[src/rtl/commit_unit.sv]
// In-order retire stage: pops completed entries from the reorder-queue head and issues registered register-file writes.
// Optional retire/stall statistics counters are built when COMMIT_STATS_EN is defined.
module commit_unit #(
   parameter int VAL_WIDTH    = 16,
   parameter int REG_WIDTH    = 4,
   parameter int ADDR_WIDTH   = 4,
   parameter int FLUSH_CYCLES = 2
) (
   input  logic                                   clk,
   input  logic                                   reset,
   input  logic                                   commit_en_IN,
   input  logic                                   q_empty_IN,
   input  logic [VAL_WIDTH+REG_WIDTH+3-1:0]       q_data_IN,
   input  logic [ADDR_WIDTH-1:0]                  q_head_IN,
   output logic                                   q_pop_OUT,
   output logic                                   q_flush_OUT,
   output logic                                   rf_we_OUT,
   output logic [REG_WIDTH-1:0]                   rf_waddr_OUT,
   output logic [VAL_WIDTH-1:0]                   rf_wdata_OUT,
   output logic                                   exc_OUT,
   output logic [ADDR_WIDTH-1:0]                  exc_tag_OUT,
   output logic                                   busy_OUT,
   output logic [15:0]                            retired_OUT,
   output logic [15:0]                            stalled_OUT
);

   localparam int ENTRY_W = VAL_WIDTH + REG_WIDTH + 3;
   localparam int CNT_W   = (FLUSH_CYCLES > 1) ? $clog2(FLUSH_CYCLES) : 1;

   typedef enum logic [1:0] {
      ST_RUN    = 2'd0,
      ST_FLUSH  = 2'd1,
      ST_SETTLE = 2'd2
   } state_t;

   state_t                r_state;
   logic [CNT_W-1:0]      r_cnt;
   logic                  r_flush;
   logic                  r_rf_we;
   logic [REG_WIDTH-1:0]  r_rf_waddr;
   logic [VAL_WIDTH-1:0]  r_rf_wdata;
   logic                  r_exc;
   logic [ADDR_WIDTH-1:0] r_exc_tag;

   logic                  w_done;
   logic                  w_exc;
   logic                  w_wb;
   logic [REG_WIDTH-1:0]  w_dest;
   logic [VAL_WIDTH-1:0]  w_value;
   logic                  w_head_ok;
   logic                  w_exc_detect;
   logic                  w_pop;

   assign w_done  = q_data_IN[0];
   assign w_exc   = q_data_IN[1];
   assign w_wb    = q_data_IN[2];
   assign w_dest  = q_data_IN[REG_WIDTH+2:3];
   assign w_value = q_data_IN[ENTRY_W-1:REG_WIDTH+3];

   // A stale done bit behind an empty flag must never be retired.
   assign w_head_ok    = !q_empty_IN && w_done && commit_en_IN;
   assign w_exc_detect = (r_state == ST_RUN) && w_head_ok && w_exc;
   assign w_pop        = reset && (r_state == ST_RUN) && w_head_ok && !w_exc;

   assign q_pop_OUT    = w_pop;
   assign q_flush_OUT  = r_flush;
   assign rf_we_OUT    = r_rf_we;
   assign rf_waddr_OUT = r_rf_waddr;
   assign rf_wdata_OUT = r_rf_wdata;
   assign exc_OUT      = r_exc;
   assign exc_tag_OUT  = r_exc_tag;
   assign busy_OUT     = (r_state != ST_RUN);

   // Retire FSM with registered write-back, exception pulse and flush outputs.
   always_ff @(posedge clk) begin
      if (!reset) begin
         r_state    <= ST_RUN;
         r_cnt      <= {CNT_W{1'b0}};
         r_flush    <= 1'b0;
         r_rf_we    <= 1'b0;
         r_rf_waddr <= {REG_WIDTH{1'b0}};
         r_rf_wdata <= {VAL_WIDTH{1'b0}};
         r_exc      <= 1'b0;
         r_exc_tag  <= {ADDR_WIDTH{1'b0}};
      end else begin
         case (r_state)
            ST_RUN: begin
               if (w_exc_detect) begin
                  r_rf_we   <= 1'b0;
                  r_exc     <= 1'b1;
                  r_exc_tag <= q_head_IN;
                  r_flush   <= 1'b1;
                  r_cnt     <= CNT_W'(FLUSH_CYCLES - 1);
                  r_state   <= ST_FLUSH;
               end else begin
                  r_exc   <= 1'b0;
                  r_rf_we <= w_pop && w_wb;
                  if (w_pop) begin
                     r_rf_waddr <= w_dest;
                     r_rf_wdata <= w_value;
                  end else begin
                     r_rf_waddr <= r_rf_waddr;
                     r_rf_wdata <= r_rf_wdata;
                  end
               end
            end
            ST_FLUSH: begin
               r_rf_we <= 1'b0;
               r_exc   <= 1'b0;
               if (r_cnt == {CNT_W{1'b0}}) begin
                  r_flush <= 1'b0;
                  r_state <= ST_SETTLE;
               end else begin
                  r_cnt <= r_cnt - CNT_W'(1);
               end
            end
            ST_SETTLE: begin
               r_rf_we <= 1'b0;
               r_exc   <= 1'b0;
               r_state <= ST_RUN;
            end
            default: begin
               r_rf_we <= 1'b0;
               r_exc   <= 1'b0;
               r_flush <= 1'b0;
               r_state <= ST_RUN;
            end
         endcase
      end
   end

`ifdef COMMIT_STATS_EN
   logic [15:0] r_retired;
   logic [15:0] r_stalled;

   // Retire and stall statistics; cleared by reset only, free-running through flushes.
   always_ff @(posedge clk) begin
      if (!reset) begin
         r_retired <= 16'd0;
         r_stalled <= 16'd0;
      end else begin
         if (w_pop) begin
            r_retired <= r_retired + 16'd1;
         end else begin
            r_retired <= r_retired;
         end
         if ((r_state == ST_RUN) && !q_empty_IN && !w_pop && !w_exc_detect) begin
            r_stalled <= r_stalled + 16'd1;
         end else begin
            r_stalled <= r_stalled;
         end
      end
   end

   assign retired_OUT = r_retired;
   assign stalled_OUT = r_stalled;
`else
   assign retired_OUT = 16'd0;
   assign stalled_OUT = 16'd0;
`endif

endmodule

[config.mk]
export PLATFORM = sky130hd
export DESIGN_NAME = commit_unit
export DESIGN_NICKNAME = d
export VERILOG_FILES = /design/src/rtl/commit_unit.sv
export SDC_FILE = /design/constraint.sdc
export NUM_CORES = 1
export LEC_CHECK = 0
export CAP_MARGIN = 20
export CELL_PAD_IN_SITES_DETAIL_PLACEMENT = 0
export CELL_PAD_IN_SITES_GLOBAL_PLACEMENT = 1
export CORE_ASPECT_RATIO = 1.4
export CORE_MARGIN = 2
export CORE_UTILIZATION = 27
export DETAILED_ROUTE_END_ITERATION = 7
export HOLD_SLACK_MARGIN = 0.08
export PLACE_DENSITY = 0.87
export SLEW_MARGIN = 20
export SYNTH_ARGS = -nofsm -noshare
export SYNTH_HDL_FRONTEND = slang
export SYNTH_SLANG_ARGS = --single-unit
export TNS_END_PERCENT = 100
[constraint.sdc]
create_clock -name clk -period 4.79 [get_ports clk]
set_input_delay 0.7185 -clock clk [delete_from_list [all_inputs] [get_ports clk]]
set_output_delay 0.7185 -clock clk [all_outputs]
set_load 0.05 [all_outputs]
==> flow_metrics.env <==
export IMPL_ios=92
export IMPL_max_stage_delay_ns=0.81
export IMPL_cts_sinks=30
export IMPL_endpoint_kind="output port"
export IMPL_ys_warn_count=0
export IMPL_post_dp_cell_area_um2=1959
export IMPL_grtUsageTotal=0.09850
export IMPL_hold_start="rf_wdata_OUT[2]"
export IMPL_grt_overflow_total=0
export IMPL_grt_antenna_before_repair=0
export IMPL_design_area_um2=2038
export IMPL_synth_seq_area_share=0.4124
export IMPL_grt_max_degree=56
export IMPL_hold_ws_ns=0.4551
export IMPL_critPathSlowestCell="clkdlybuf4s50_1"
export IMPL_core_area_um2=5197
export IMPL_rows=31
export IMPL_fin_crit_ns=3.273
export IMPL_htreeDepth=2
export IMPL_cts_resized=0
export IMPL_slew_headroom=0.5677
export IMPL_syn2layout_area_growth_pct=39.95
export IMPL_ys_flop_type="dfxtp_1"
export IMPL_worstPathArrival_ns=2.55
export IMPL_power_density_nw_per_um2=281.7
export IMPL_fin_tns_setup_ns=0
export IMPL_cts_tree="built"
export IMPL_cts_root_buf="clkbuf_8"
export IMPL_critPathMaxFanout=2
export IMPL_antenna_cells=0
export IMPL_max_cap_viol_count=0
export IMPL_vdd_drop_max_uv=116.2
export IMPL_hold_violations=0
export IMPL_async_flop_share=0
export IMPL_final_period_utilization=0.6834
export IMPL_dp_hpwl_mm=2.042
export IMPL_worst_slack_ns=1.517
export IMPL_via_per_inst=3.811
export IMPL_grt_pass1_wl_mm=4.554
export IMPL_start_util=0.2802
export IMPL_avgSynthCellArea_um2=9.046
export IMPL_drcViolationCount=0
export IMPL_synth_top_area_frac=0.4124
export IMPL_routed_wl_mm=2.819
export IMPL_setup_viol=0
export IMPL_hp_class="register to register"
export IMPL_cp_start_kind="input port"
export IMPL_yosys_top_cells_area="dfxtp_1, mux2i_1, buf_4"
export IMPL_worst_pin_slew_ns=0.6449
export IMPL_numCtsBuffers=5
export IMPL_synth_most_common_cell="nand2_1"
export IMPL_crit_chain="clkdlybuf4s50_1 -> nand2b_1 -> nor4b_4 -> and2_1 -> clkdlybuf4s50_1"
export IMPL_pre_cts_ws_ns=1.502
export IMPL_antenna_left=0
export IMPL_port_buffers=59
export IMPL_vias=1086
export IMPL_die_w_um=66.07
export IMPL_dieArea_um2=6006
export IMPL_clock_latency_ns=0.27
export IMPL_layout_drive_gt1_share=0.05936
export IMPL_max_freq_ghz=0.3055
export IMPL_leakage_nw=0.7974
export IMPL_reg2reg_from="r_state[1]"
export IMPL_wire_per_inst_um=9.891
export IMPL_cts_setup_buffers=0
export IMPL_syn_inst=161
export IMPL_synth_area_um2=1456
export IMPL_synth_cell_type_count=17
export IMPL_synth_top_cell_by_area="dfxtp_1"
export IMPL_synthTopCellsByCount="nand2_1, buf_4, dfxtp_1"
export IMPL_synth_edf_count=0
export IMPL_grt_pass1_vias=970
export IMPL_clock_skew_ns=0.003128
export IMPL_instances_no_fill=285
export IMPL_final_max_slew_viol_count=0
export IMPL_cts_reportedPaths_clkPinSlew_ns=0.06
export IMPL_drt_pass1_iter_count=4
export IMPL_crit_type="input port to output port"
export IMPL_dp_cells=278
export IMPL_place_congestion=0.6047
export IMPL_nets=250
export IMPL_drtIter0Drc=53
export IMPL_rsz0062_at_grt="no"
export IMPL_ys_ff_latch=30
export IMPL_crit_required_ns=4.07
export IMPL_crit_start="q_empty_IN"
export IMPL_cpMostUsedCell="clkdlybuf4s50_1"
export IMPL_ctsHoldBuffers=0
export IMPL_die_h_um=90.90
export IMPL_clock_path_buffers=2
export IMPL_status="completed"
export IMPL_num_fill_cells=547
==> flip-flops by register name (all words and copies together), names as in the netlist <==
signal and cells:
exc_OUT 1, rf_wdata_OUT 16, rf_we_OUT 1, r_state 2
q_flush_OUT 1, exc_tag_OUT 4, rf_waddr_OUT 4, r_cnt 1
==> final cells by class <==
type	count	area (µm²)	share of cell area
Multi-Input combinational cell	120	671.9	0.3297
Sequential cell	30	600.6	0.2947
Timing Repair Buffer	61	600.6	0.2947
Tap cell	66	82.58	0.04052
Clock buffer	5	68.82	0.03376
Clock inverter	2	10.01	0.004911
Inverter	1	3.754	0.001842
==> kinds of logic (layout without fill, tap and decap cells) <==
kind of cell / Yosys count / count (layout) / share of synthesized area
buf+inv: 42 / 69 / 0.2062
compound gates: 5 / 5 / 0.02577
other cells: 1 / 32 / 0.002575
mux: 24 / 24 / 0.1649
flops: 30 / 30 / 0.4124
simple gates: 59 / 59 / 0.1881
==> metrics by stage <==
stage,total power [W],util
after CTS,0.0005876,0.3922
after global placement,0.0003945,0.3770
final,0.0005741,0.3922
after floorplan,0.0003783,-
after global routing,0.0006018,0.3922
after detailed placement,0.0003949,0.3770
==> power by group <==
| group | internal, W | total (W) | leakage (nW) | switching (W) |
|---|---|---|---|---|
| Sequential | 0.000255 | 0.000258 | 0.243 | 0.00000261 |
| Combinational | 0.0000382 | 0.000132 | 0.511 | 0.0000934 |
| Clock | 0.0000971 | 0.000185 | 0.0438 | 0.0000878 |
| Total | 0.000390 | 0.000574 | 0.797 | 0.000184 |
==> placed cells by master, fill, tap and decap left out <==
master           synthesis  routed
buf_4                   32       2
mux2i_1                 24      24
clkdlybuf4s50_1          0      58
nor3_2                   1       1
buf_2                    0       1
a21boi_0                 2       2
nand2b_1                 2       2
clkbuf_8                 0       5
dfxtp_1                 30      30
and3_1                   2       2
nor4b_4                  1       1
and4bb_2                 1       1
or2_1                    1       1
conb_1                   1      32
o21a_1                   3       3
and2_1                   2       2
clkinv_2                 0       2
inv_1                    1       1
nand2_1                 49      49
==> path summary, 6_finish.rpt <==
kind,to,slack [ns],depth (start not counted)
min reg2reg,rf_wdata_OUT[2],0.46,2
min,rf_wdata_OUT[2],0.46,2
max,q_pop_OUT,1.52,5
max reg2reg,rf_wdata_OUT[1],3.17,4
==> per-layer routing <==
metal  vias to the layer above  part of all wire  global-route usage
li1                        560                 -                   -
met1                       459              0.41              0.1109
met2                        62              0.47              0.1625
met3                         5              0.10             0.03865
met4                         0             0.020             0.04082
met5                         -                 0                   0
==> worst max-delay path: cells and delay by family <==
family,cells,cell delay [ns]
simple gates,3,0.63
buf+inv,2,1.20
Note: power is estimated with default switching activity, not from simulation.
